$ cat src/rtl/cdb_arb_pkg.sv
// Shared types and widths for the common-data-bus writeback arbiter.
package cdb_arb_pkg;

    localparam int XLEN      = 32;
    localparam int PREG_W    = 6;
    localparam int ROB_TAG_W = 5;
    localparam int NUM_SRC   = 3;

    // Writeback source index; order matters for round-robin rotation.
    typedef enum logic [1:0] {
        SRC_ALU = 2'd0,
        SRC_LSU = 2'd1,
        SRC_BRU = 2'd2
    } src_e;

    // One completed result travelling towards the CDB.
    typedef struct packed {
        logic [PREG_W-1:0]    tag;
        logic [XLEN-1:0]      data;
        logic [ROB_TAG_W-1:0] rob_tag;
        logic                 rd_used;
    } wb_pkt_t;

    // Source that follows s in round-robin order (mod 3).
    function automatic src_e next_src(input src_e s);
        case (s)
            SRC_ALU: return SRC_LSU;
            SRC_LSU: return SRC_BRU;
            SRC_BRU: return SRC_ALU;
            default: return SRC_ALU;
        endcase
    endfunction

endpackage

$ cat src/rtl/cdb_arb_wb_fifo.sv
// Per-source in-order result FIFO. When empty, an offered packet is exposed
// directly as the head so it can be granted in the same cycle it arrives;
// in that case it is never written into storage.
module wb_fifo
    import cdb_arb_pkg::*;
#(
    parameter int DEPTH = 2
) (
    input  logic    clk,
    input  logic    rst,
    input  logic    flush_i,
    input  logic    valid_i,
    output logic    ready_o,
    input  wb_pkt_t pkt_i,
    input  logic    pop_i,
    output logic    req_o,
    output wb_pkt_t head_o
);

    localparam int PTR_W = (DEPTH > 1) ? $clog2(DEPTH) : 1;
    localparam int CNT_W = $clog2(DEPTH + 1);
    localparam logic [CNT_W-1:0] DEPTH_C = CNT_W'(DEPTH);
    localparam logic [PTR_W-1:0] LAST_C  = PTR_W'(DEPTH - 1);

    // Pointer increment with explicit wrap at DEPTH.
    function automatic logic [PTR_W-1:0] ptr_inc(input logic [PTR_W-1:0] p);
        if (p == LAST_C) begin
            return '0;
        end else begin
            return p + PTR_W'(1);
        end
    endfunction

    wb_pkt_t          mem_q [DEPTH];
    logic [PTR_W-1:0] wr_ptr_q, wr_ptr_d;
    logic [PTR_W-1:0] rd_ptr_q, rd_ptr_d;
    logic [CNT_W-1:0] count_q, count_d;

    logic empty_s;
    logic push_s;
    logic pop_s;
    logic store_s;
    logic take_s;

    assign empty_s = (count_q == '0);
    assign ready_o = (count_q < DEPTH_C);
    assign push_s  = valid_i && ready_o && !flush_i;
    assign pop_s   = pop_i && !flush_i;
    // A pop on an empty FIFO consumes the incoming packet directly.
    assign store_s = push_s && !(pop_s && empty_s);
    assign take_s  = pop_s && !empty_s;
    assign req_o   = !empty_s || (valid_i && !flush_i);
    assign head_o  = empty_s ? pkt_i : mem_q[rd_ptr_q];

    // Next-state for pointers and occupancy count.
    always_comb begin
        wr_ptr_d = wr_ptr_q;
        rd_ptr_d = rd_ptr_q;
        count_d  = count_q;
        if (flush_i) begin
            wr_ptr_d = '0;
            rd_ptr_d = '0;
            count_d  = '0;
        end else begin
            if (store_s) begin
                wr_ptr_d = ptr_inc(wr_ptr_q);
            end else begin
                wr_ptr_d = wr_ptr_q;
            end
            if (take_s) begin
                rd_ptr_d = ptr_inc(rd_ptr_q);
            end else begin
                rd_ptr_d = rd_ptr_q;
            end
            if (store_s && !take_s) begin
                count_d = count_q + CNT_W'(1);
            end else if (take_s && !store_s) begin
                count_d = count_q - CNT_W'(1);
            end else begin
                count_d = count_q;
            end
        end
    end

    // Pointer/count registers; reset empties the FIFO immediately.
    always_ff @(posedge clk or posedge rst) begin
        if (rst) begin
            wr_ptr_q <= '0;
            rd_ptr_q <= '0;
            count_q  <= '0;
        end else begin
            wr_ptr_q <= wr_ptr_d;
            rd_ptr_q <= rd_ptr_d;
            count_q  <= count_d;
        end
    end

    // Packet storage; contents are only meaningful below count_q.
    always_ff @(posedge clk) begin
        if (store_s) begin
            mem_q[wr_ptr_q] <= pkt_i;
        end
    end

endmodule

$ cat src/rtl/cdb_arb.sv
// Common-data-bus arbiter: three buffered writeback sources, round-robin
// granted one per cycle onto a registered CDB broadcast.
module cdb_arb
    import cdb_arb_pkg::*;
#(
    parameter int DEPTH = 2
) (
    input  logic                 clk,
    input  logic                 rst,
    input  logic                 flush_i,
    input  logic                 alu_wb_valid_i,
    output logic                 alu_wb_ready_o,
    input  wb_pkt_t              alu_wb_pkt_i,
    input  logic                 lsu_wb_valid_i,
    output logic                 lsu_wb_ready_o,
    input  wb_pkt_t              lsu_wb_pkt_i,
    input  logic                 bru_wb_valid_i,
    output logic                 bru_wb_ready_o,
    input  wb_pkt_t              bru_wb_pkt_i,
    output logic                 cdb_valid_o,
    output logic [PREG_W-1:0]    cdb_tag_o,
    output logic [XLEN-1:0]      cdb_data_o,
    output logic [ROB_TAG_W-1:0] cdb_rob_tag_o,
    output logic                 cdb_rd_used_o
);

    // Request bit of a given source.
    function automatic logic src_req(input logic [NUM_SRC-1:0] r, input src_e s);
        case (s)
            SRC_ALU: return r[0];
            SRC_LSU: return r[1];
            SRC_BRU: return r[2];
            default: return 1'b0;
        endcase
    endfunction

    logic [NUM_SRC-1:0] valid_s;
    logic [NUM_SRC-1:0] ready_s;
    logic [NUM_SRC-1:0] req_s;
    logic [NUM_SRC-1:0] pop_s;
    wb_pkt_t            src_pkt_s  [NUM_SRC];
    wb_pkt_t            head_pkt_s [NUM_SRC];

    src_e    last_grant_q, last_grant_d;
    src_e    cand0_s, cand1_s, cand2_s;
    src_e    grant_src_s;
    logic    grant_any_s;
    wb_pkt_t grant_pkt_s;

    logic    cdb_valid_q, cdb_valid_d;
    wb_pkt_t cdb_pkt_q, cdb_pkt_d;

    assign valid_s       = {bru_wb_valid_i, lsu_wb_valid_i, alu_wb_valid_i};
    assign src_pkt_s[0]  = alu_wb_pkt_i;
    assign src_pkt_s[1]  = lsu_wb_pkt_i;
    assign src_pkt_s[2]  = bru_wb_pkt_i;
    assign alu_wb_ready_o = ready_s[0];
    assign lsu_wb_ready_o = ready_s[1];
    assign bru_wb_ready_o = ready_s[2];

    for (genvar g = 0; g < NUM_SRC; g++) begin : g_fifo
        wb_fifo #(
            .DEPTH (DEPTH)
        ) u_fifo (
            .clk     (clk),
            .rst     (rst),
            .flush_i (flush_i),
            .valid_i (valid_s[g]),
            .ready_o (ready_s[g]),
            .pkt_i   (src_pkt_s[g]),
            .pop_i   (pop_s[g]),
            .req_o   (req_s[g]),
            .head_o  (head_pkt_s[g])
        );
    end

    // Priority order starts just after the last granted source.
    assign cand0_s = next_src(last_grant_q);
    assign cand1_s = next_src(cand0_s);
    assign cand2_s = next_src(cand1_s);

    // Round-robin grant; a flush cycle grants nothing.
    always_comb begin
        grant_any_s = 1'b0;
        grant_src_s = last_grant_q;
        if (flush_i) begin
            grant_any_s = 1'b0;
        end else if (src_req(req_s, cand0_s)) begin
            grant_any_s = 1'b1;
            grant_src_s = cand0_s;
        end else if (src_req(req_s, cand1_s)) begin
            grant_any_s = 1'b1;
            grant_src_s = cand1_s;
        end else if (src_req(req_s, cand2_s)) begin
            grant_any_s = 1'b1;
            grant_src_s = cand2_s;
        end else begin
            grant_any_s = 1'b0;
        end
    end

    // Pop strobe and head mux for the granted source.
    always_comb begin
        pop_s       = '0;
        grant_pkt_s = head_pkt_s[0];
        case (grant_src_s)
            SRC_ALU: begin
                pop_s[0]    = grant_any_s;
                grant_pkt_s = head_pkt_s[0];
            end
            SRC_LSU: begin
                pop_s[1]    = grant_any_s;
                grant_pkt_s = head_pkt_s[1];
            end
            SRC_BRU: begin
                pop_s[2]    = grant_any_s;
                grant_pkt_s = head_pkt_s[2];
            end
            default: begin
                pop_s       = '0;
                grant_pkt_s = head_pkt_s[0];
            end
        endcase
    end

    // Next CDB state: payload holds when nothing is granted.
    always_comb begin
        cdb_valid_d  = grant_any_s;
        cdb_pkt_d    = cdb_pkt_q;
        last_grant_d = last_grant_q;
        if (grant_any_s) begin
            cdb_pkt_d    = grant_pkt_s;
            last_grant_d = grant_src_s;
        end else begin
            cdb_pkt_d    = cdb_pkt_q;
            last_grant_d = last_grant_q;
        end
    end

    // CDB output and arbitration-pointer registers; BRU as last grant
    // makes the ALU first in line after reset.
    always_ff @(posedge clk or posedge rst) begin
        if (rst) begin
            cdb_valid_q  <= 1'b0;
            cdb_pkt_q    <= '0;
            last_grant_q <= SRC_BRU;
        end else begin
            cdb_valid_q  <= cdb_valid_d;
            cdb_pkt_q    <= cdb_pkt_d;
            last_grant_q <= last_grant_d;
        end
    end

    assign cdb_valid_o   = cdb_valid_q;
    assign cdb_tag_o     = cdb_pkt_q.tag;
    assign cdb_data_o    = cdb_pkt_q.data;
    assign cdb_rob_tag_o = cdb_pkt_q.rob_tag;
    assign cdb_rd_used_o = cdb_pkt_q.rd_used;

endmodule

$ cat config.mk
export PLATFORM = sky130hd
export DESIGN_NAME = cdb_arb
export DESIGN_NICKNAME = d
export VERILOG_FILES = /design/src/rtl/cdb_arb_pkg.sv /design/src/rtl/cdb_arb_wb_fifo.sv /design/src/rtl/cdb_arb.sv
export SDC_FILE = /design/constraint.sdc
export NUM_CORES = 1
export LEC_CHECK = 0
export ABC_AREA = 1
export ABC_CLOCK_PERIOD_IN_PS = 12300
export CAP_MARGIN = 20
export CELL_PAD_IN_SITES_DETAIL_PLACEMENT = 1
export CELL_PAD_IN_SITES_GLOBAL_PLACEMENT = 1
export CORE_MARGIN = 2
export CORE_UTILIZATION = 35
export CTS_CLUSTER_SIZE = 10
export DETAILED_ROUTE_END_ITERATION = 10
export HOLD_SLACK_MARGIN = 0.06
export PLACE_DENSITY_LB_ADDON = 0.3
export SYNTH_ARGS = -nofsm -noshare
export SYNTH_HDL_FRONTEND = slang
export SYNTH_HIERARCHICAL = 1
export SYNTH_SLANG_ARGS = --single-unit
$ cat constraint.sdc
create_clock -name clk -period 12.3 [get_ports clk]
set_input_delay 2.46 -clock clk [delete_from_list [all_inputs] [get_ports clk]]
set_output_delay 2.46 -clock clk [all_outputs]
set_load 0.005 [all_outputs]
==> qor.txt, run 1 <==
R2R depth: 15
Clock Latency Late Sink: 0.53 ns
Clk buf depth: 3
Clock power frac: 28.2%
Internal power: 2460 uW
R2R Setup Slk: 6.98 ns
Syn Area/Cell: 9.624 um2
Synth cell types: 29
I/O Buffers: 185
Antenna Nets Post-Route: 0
Hold endpoint: cdb_data_o[9]$_DFFE_PP0P_
RSZ-0062 raised after global routing: false
Leakage: 0.007110 uW
Final cell count without fillers: 2258
Status: finished, final reports clean
Seq cells post-synth: 323
Reg-to-reg critical path startpoint: g_fifo[2].u_fifo/count_q[1]$_DFFE_PP0P_
Global-route wire length before repair: 66.18 mm
Hold path startpoint: cdb_data_o[9]$_DFFE_PP0P_
Hold_ws: 0.4708 ns
Root buffer cell: clkbuf_16
Remaining Overflow, GRT: 0
Mapped Nets: 1684
Final setup fails: 0
DRT iter0 DRCs: 858
PwrDens: 210.9 mW/mm2
Worst R2R End: g_fifo[1].u_fifo/mem_q[1][25]$_DFFE_PP_
Routability congestion estimate: 0.8007
Vias/cell: 4.975
Hold path depth: 2
Clk sink count: 323
Die H: 210.0 um
Num rows: 75
CTS Buf Count: 39
Gate Count Post-Synth: 1543
Nets: 1829
Vias: 11230
Hold WC Path Type: reg -> reg
Synth-to-Final Area Change: 22.63%
Worst EP arrival: 7.17 ns
Crit path launch type: primary input
CP required: 12.45 ns
Worst slew pin tran: 1.023 ns
Max-slew headroom: 31.80%
Ys flop type: edfxtp_1
Clock Skews: 0.01727 ns
Vias in the first global route: 11230
Reg power frac: 37.3%
Starting Density: 35.40%
Die footprint: 0.04409 mm2
Gates resized, CTS repair: 0
CTS tree: built
Placed Cells: 2186
Fin util: 43.41%
Largest net degree at the start of global routing: 91
CTS H-Tree Depth: 2
Max Slew Vio Count: 0
Initial antenna violation count: 1
Post-Route Setup TNS: 0 ns
Ports: 186
Achievable frequency: 142.5 MHz
Crit Path Max Fanout: 48
Drt pass-1 iters: 5
Post-synth EDFFs: 264
Final WS setup: 5.284 ns
Post-route DRC: 0
# Max-Cap Violations: 0
Maximum vdd ir drop: 0.1802 mV
Synthesis Warnings: 6
Net Sw Power: 1381 uW
Die width: 210.0 um
Final Hold Fails: 0
WS Path Type: in -> reg
Post-Syn Area: 0.01485 mm2
Dpl hpwl: 29.04 mm
Comb pwr share: 34.5%
Crit share post-route: 57.04%
Pre-CTS setup slack: 4.736 ns
Worst Setup End Kind: register
Post-CTS Setup Repair Bufs: 0
CTS Hold Bufs: 0
Drt total wl: 43.05 mm
Minimum clock period: 7.016 ns
FFs w/ async S/R, synth: 18.27%
Setup crit start: flush_i
Layout cells sized above 1: 6.228%
Routed len/inst: 19.06 um
Core Region: 0.04195 mm2
Switching Fraction: 35.94%
Fillers: 4660
CTS clk-pin slew, worst paths: 0.06 ns
Total global routing track utilization: 19.57%
Sequential area share after synthesis: 63.34%
how the worst max path moves through the flow:
| stage | end | slack (ns) | depth (start not counted) |
|---|---|---|---|
| floorplan | g_fifo[1].u_fifo/mem_q[0][0]$_DFFE_PP_ | 5.82 | 18 |
| global placement | g_fifo[1].u_fifo/mem_q[0][12]$_DFFE_PP_ | 4.95 | 15 |
| detailed placement | g_fifo[1].u_fifo/mem_q[1][10]$_DFFE_PP_ | 4.74 | 15 |
| CTS | g_fifo[1].u_fifo/mem_q[1][25]$_DFFE_PP_ | 5.23 | 15 |
| global route | g_fifo[1].u_fifo/mem_q[0][14]$_DFFE_PP_ | 4.95 | 15 |
| finish | g_fifo[1].u_fifo/mem_q[1][25]$_DFFE_PP_ | 5.28 | 15 |
area by class of cell:
type                    instances  area [um2]  share of cell area, %
well taps                     539       674.4                  3.703
inverters                     171       649.4                  3.566
diodes                          1       2.502                0.01374
flip-flops and latches        323        9409                  51.67
repair buffers                195        1927                  10.58
clock buffers                  68        1147                  6.301
multi-input cells             958        4363                  23.96
clock inverters                 3       37.54                 0.2061
metrics by stage:
| step | instance area (um2) | total power, uW |
|---|---|---|
| 3_3_place_gp | 17020 | 2739 |
| 4_1_cts | 18210 | 3879 |
| 2_1_floorplan | 14850 | 2250 |
| 5_1_grt | 18210 | 4080 |
| 3_5_place_dp | 17020 | 2777 |
| 6_report | 18210 | 3841 |
logic make-up after synthesis:
group	share of synthesized area, %
AO/OA/AOI/OAI	11.90
buffers and inverters	7.701
adder cells (fa/ha/maj)	0.2528
flip-flops	63.34
AND/OR/NAND/NOR	16.81
layout by cell type, fill, tap and decap left out:
master,count
nand2_1,490
o21ai_2,18
edfxtp_1,264
nor2_4,6
nand3_1,65
a21o_1,3
clkbuf_16,41
a21oi_1,6
inv_2,12
nand2_4,3
o21ai_1,21
buf_4,10
inv_4,3
o21ai_0,235
clkdlybuf4s50_1,185
nor2_1,56
a31oi_1,44
ha_4,1
diode_2,1
nand3_2,1
clkinv_1,2
inv_1,156
clkbuf_1,25
nor2_2,1
nand3_4,1
dfrtp_1,55
nand4_1,4
nand2_2,1
bufinv_16,1
clkbuf_8,2
ha_2,2
dfrtp_2,3
dfstp_2,1
layer usage:
metal	global-route usage [%]	vias to the layer above	share of wire (%)
met5	0	-	0
met4	5.209	0	1.9
met3	2.861	44	4.5
met2	30.13	233	45
met1	28.96	5523	48
li1	-	5433	-
power groups by stage:
| stage | clock network, uW | logic (uW) | registers, uW |
|---|---|---|---|
| 2_1_floorplan | 0 | 821 | 1430 |
| 3_3_place_gp | 0 | 1290 | 1450 |
| 3_5_place_dp | 0 | 1320 | 1450 |
| 4_1_cts | 1110 | 1330 | 1430 |
| 5_1_grt | 1150 | 1490 | 1440 |
| 6_report | 1080 | 1320 | 1430 |
sequential cells by signal, indices dropped and copies added (netlist names):
register and count:
cdb_tag_o 6, cdb_data_o 32, g_fifo.u_fifo/mem_q 264, cdb_rob_tag_o 5, g_fifo.u_fifo/count_q 6, last_grant_q 2
cdb_valid_o 1, cdb_rd_used_o 1, g_fifo.u_fifo/wr_ptr_q 3, g_fifo.u_fifo/rd_ptr_q 3
critical path, cell delays in order:
cell and delay [ns]:
clkdlybuf4s50_1 0.89, inv_2 0.14, nand2_1 0.11, nand2_1 0.18, nand3_1 0.24, nand2_1 0.12, nor2_2 0.20, nand3_4 0.50
nand2_2 0.97, nor2_1 0.15, inv_1 0.12, nor2_1 0.07, a21o_1 0.30, nor2_4 0.10, buf_4 0.52
cell usage after synthesis (3+ instances only):
| master | number | area [um2] |
|---|---|---|
| nand2_1 | 490 | 1839 |
| edfxtp_1 | 264 | 7928 |
| o21ai_0 | 235 | 1176 |
| inv_1 | 158 | 593.1 |
| nand3_1 | 65 | 325.3 |
| nor2_1 | 62 | 232.7 |
| dfrtp_1 | 58 | 1451 |
| a31oi_1 | 44 | 275.3 |
| buf_2 | 35 | 175.2 |
| clkbuf_1 | 25 | 93.84 |
| o21ai_1 | 21 | 105.1 |
| o21ai_2 | 18 | 157.7 |
| clkbuf_2 | 15 | 75.07 |
| inv_2 | 10 | 37.54 |
| a21oi_1 | 6 | 30.03 |
| buf_6 | 6 | 67.56 |
| buf_1 | 4 | 15.01 |
| nand4_1 | 4 | 25.02 |
| a21o_1 | 3 | 22.52 |
| buf_4 | 3 | 22.52 |
| buf_8 | 3 | 45.04 |
| ha_1 | 3 | 37.54 |
| inv_4 | 3 | 18.77 |
| nand2_4 | 3 | 33.78 |
Power figures use the tool's default switching activity.
==> inputs of run 2 (changes only) <==
--- a/config.mk
+++ b/config.mk
@@ -6,7 +6,7 @@
 export NUM_CORES = 1
 export LEC_CHECK = 0
 export ABC_AREA = 1
-export ABC_CLOCK_PERIOD_IN_PS = 12300
+export ABC_CLOCK_PERIOD_IN_PS = 5900
 export CAP_MARGIN = 20
 export CELL_PAD_IN_SITES_DETAIL_PLACEMENT = 1
 export CELL_PAD_IN_SITES_GLOBAL_PLACEMENT = 1
==> constraint.sdc (replaced) <==
create_clock -name clk -period 5.9 [get_ports clk]
set_input_delay 1.18 -clock clk [delete_from_list [all_inputs] [get_ports clk]]
set_output_delay 1.18 -clock clk [all_outputs]
set_load 0.005 [all_outputs]
==> run 2 against run 1 <==
- clock skew fell by 0.0056 ns
- core utilization rose by 0.18 points
- setup slack got worse by 4.1 ns
- critical endpoint is now g_fifo[1].u_fifo/mem_q[0][14]$_DFFE_PP_
- largest cell class unchanged
- largest power group unchanged
==> qor.txt, run 2 (synthesis gave the netlist of run 1 again) <==
CTS Hold Bufs: 0 (unchanged)
Most used cell along the critical path: nand2_1
Worst EP arrival: 4.89 ns (-2.28 ns)
CP max stage delay: 0.88 ns (-0.09 ns)
Clock Skews: 0.01171 ns (-0.005554 ns)
Post-Route Setup TNS: 0 ns (unchanged)
Hold_ws: 0.4707 ns (-0.00009100 ns)
RSZ-0062 raised after global routing: false
Global-route wire length before repair: 67.73 mm (+2.3%)
Slowest CP cell: clkdlybuf4s50_1
Layout cells sized above 1: 6.659% (+0.43 points)
Crit Path Max Fanout: 39 (-19%)
Achievable frequency: 213.1 MHz
CP required: 6.10 ns (-6.35 ns)
Num rows: 75 (unchanged)
I/O Buffers: 185 (unchanged)
CTS Buf Count: 39 (unchanged)
Remaining Overflow, GRT: 0 (unchanged)
Crit path launch type: primary input
Total global routing track utilization: 19.92% (+0.36 points)
Most common cell after layout, fill and taps aside: nand2_1
Core Region: 0.04195 mm2 (unchanged)
M1 GR Usage: 29.44% (+0.47 points)
Worst Setup End Kind: register
Final Hold Fails: 0 (unchanged)
Starting Density: 35.40% (unchanged)
Vias in the first global route: 11600 (+3.3%)
Met3 Use GR: 3.308% (+0.45 points)
Met2 Use GR: 29.93% (-0.19 points)
Dpl hpwl: 29.64 mm (+2.1%)
Ports: 186 (unchanged)
DRT iter0 DRCs: 697 (-19%)
CTS clk-pin slew, worst paths: 0.05 ns (about the same)
# Max-Cap Violations: 0 (unchanged)
CTS tree: built
Final cell count without fillers: 2271 (+0.58%)
Minimum clock period: 4.693 ns
Largest net degree at the start of global routing: 91 (unchanged)
Root buffer cell: clkbuf_16
Maximum vdd ir drop: 0.3581 mV (+99%)
Crit share post-route: 79.55%
CTS H-Tree Depth: 2 (unchanged)
Max-slew headroom: 38.02% (+6.2 points)
Nets: 1838 (+0.49%)
Critical Path, Cell by Cell: clkdlybuf4s50_1, inv_2, nand2_1, nand2_1, nand3_1, nand2_1, nor2_2, nand3_4, nand2_2, buf_4, nor2_1, inv_1, nor2_1, a21o_1, nor2_4, buf_12
GR peak layer: met2
Routability congestion estimate: 0.8259 (+3.1%)
Synth-to-Final Area Change: 23.15%
Placed Cells: 2195 (+0.41%)
Status: finished, final reports clean
Vias: 11250 (+0.18%)
Clk buf depth: 3 (unchanged)
Post-route DRC: 0 (unchanged)
Pre-CTS setup slack: 0.7023 ns (-4.033 ns)
Gates resized, CTS repair: 0 (unchanged)
Max Slew Vio Count: 0 (unchanged)
Die footprint: 0.04409 mm2 (unchanged)
Worst slew pin tran: 0.9297 ns (-0.09327 ns)
Drt pass-1 iters: 5 (unchanged)
Clk sink count: 323 (unchanged)
Most frequent cells in the layout: 490 x nand2_1, 264 x edfxtp_1, 235 x o21ai_0, 185 x clkdlybuf4s50_1, 156 x inv_1
Antenna Nets Post-Route: 0 (unchanged)
Die H: 210.0 um (unchanged)
Max FFs per register: 264 (unchanged)
Initial antenna violation count: 4 (+3)
Routed len/inst: 19.06 um (about the same)
WS Path Type: in -> reg
Final WS setup: 1.207 ns (-4.077 ns)
Fillers: 4738 (+1.7%)
Final setup fails: 0 (unchanged)
Clock Latency Late Sink: 0.53 ns (about the same)
Fin util: 43.59% (+0.18 points)
Hold WC Path Type: reg -> reg
Leakage: 0.007146 uW (+0.50%)
Drt total wl: 43.29 mm (+0.56%)
Post-CTS Setup Repair Bufs: 0 (unchanged)
Die width: 210.0 um (unchanged)
Biggest register: g_fifo.u_fifo/mem_q
PwrDens: 434.5 mW/mm2 (+110%)
Vias/cell: 4.955 (-0.40%)
==> run 2: final timing paths <==
check                                                        start                                      end  slack [ns]  cells after the start
hold / removal                           cdb_data_o[8]$_DFFE_PP0P_                cdb_data_o[8]$_DFFE_PP0P_        0.47                      2
hold reg to reg                          cdb_data_o[8]$_DFFE_PP0P_                cdb_data_o[8]$_DFFE_PP0P_        0.47                      2
min in group asynchronous                                      rst    g_fifo[1].u_fifo/wr_ptr_q$_DFFE_PP0P_        1.16                      2
setup reg to reg           g_fifo[2].u_fifo/count_q[1]$_DFFE_PP0P_  g_fifo[1].u_fifo/mem_q[0][14]$_DFFE_PP_        1.66                     16
setup / recovery                                           flush_i  g_fifo[1].u_fifo/mem_q[0][14]$_DFFE_PP_        1.21                     16
max in group asynchronous                                      rst              last_grant_q[1]$_DFFE_PP1P_        3.75                      3
==> run 2: final cells by class <==
cell class | instances | area (um2) | area share [%]
flip-flops and latches | 323 | 9409 | 51.45
multi-input cells | 958 | 4363 | 23.86
repair buffers | 204 | 2019 | 11.04
clock buffers | 70 | 1155 | 6.315
well taps | 539 | 674.4 | 3.688
inverters | 171 | 649.4 | 3.551
diodes | 5 | 12.51 | 0.06842
clock inverters | 1 | 3.754 | 0.02053
==> run 2: where the power goes <==
| group | total [uW] | internal [uW] | switching (uW) |
|---|---|---|---|
| clock | 2200 | 1310 | 887 |
| sequential | 3000 | 2810 | 191 |
| combinational | 2750 | 1000 | 1750 |
==> run 2: stage by stage <==
stage | area [um2] | total power (uW)
final | 18290 | 7946
after global routing | 18280 | 8461
after CTS | 18270 | 8048
after detailed placement | 17120 | 5809
after global placement | 17120 | 5727
after floorplan | 14850 | 4690
==> run 2: routing by layer <==
layer	vias to the layer above	wire, um
met5	-	12
met2	241	18930
li1	5451	-
met4	2	1120
met1	5498	21080
met3	61	2141
==> run 2: worst max-delay path, delay by kind of cell <==
family / cells / cell delay, ns
simple gates: 10 / 1.49
compound gates: 1 / 0.29
buf+inv: 5 / 1.87
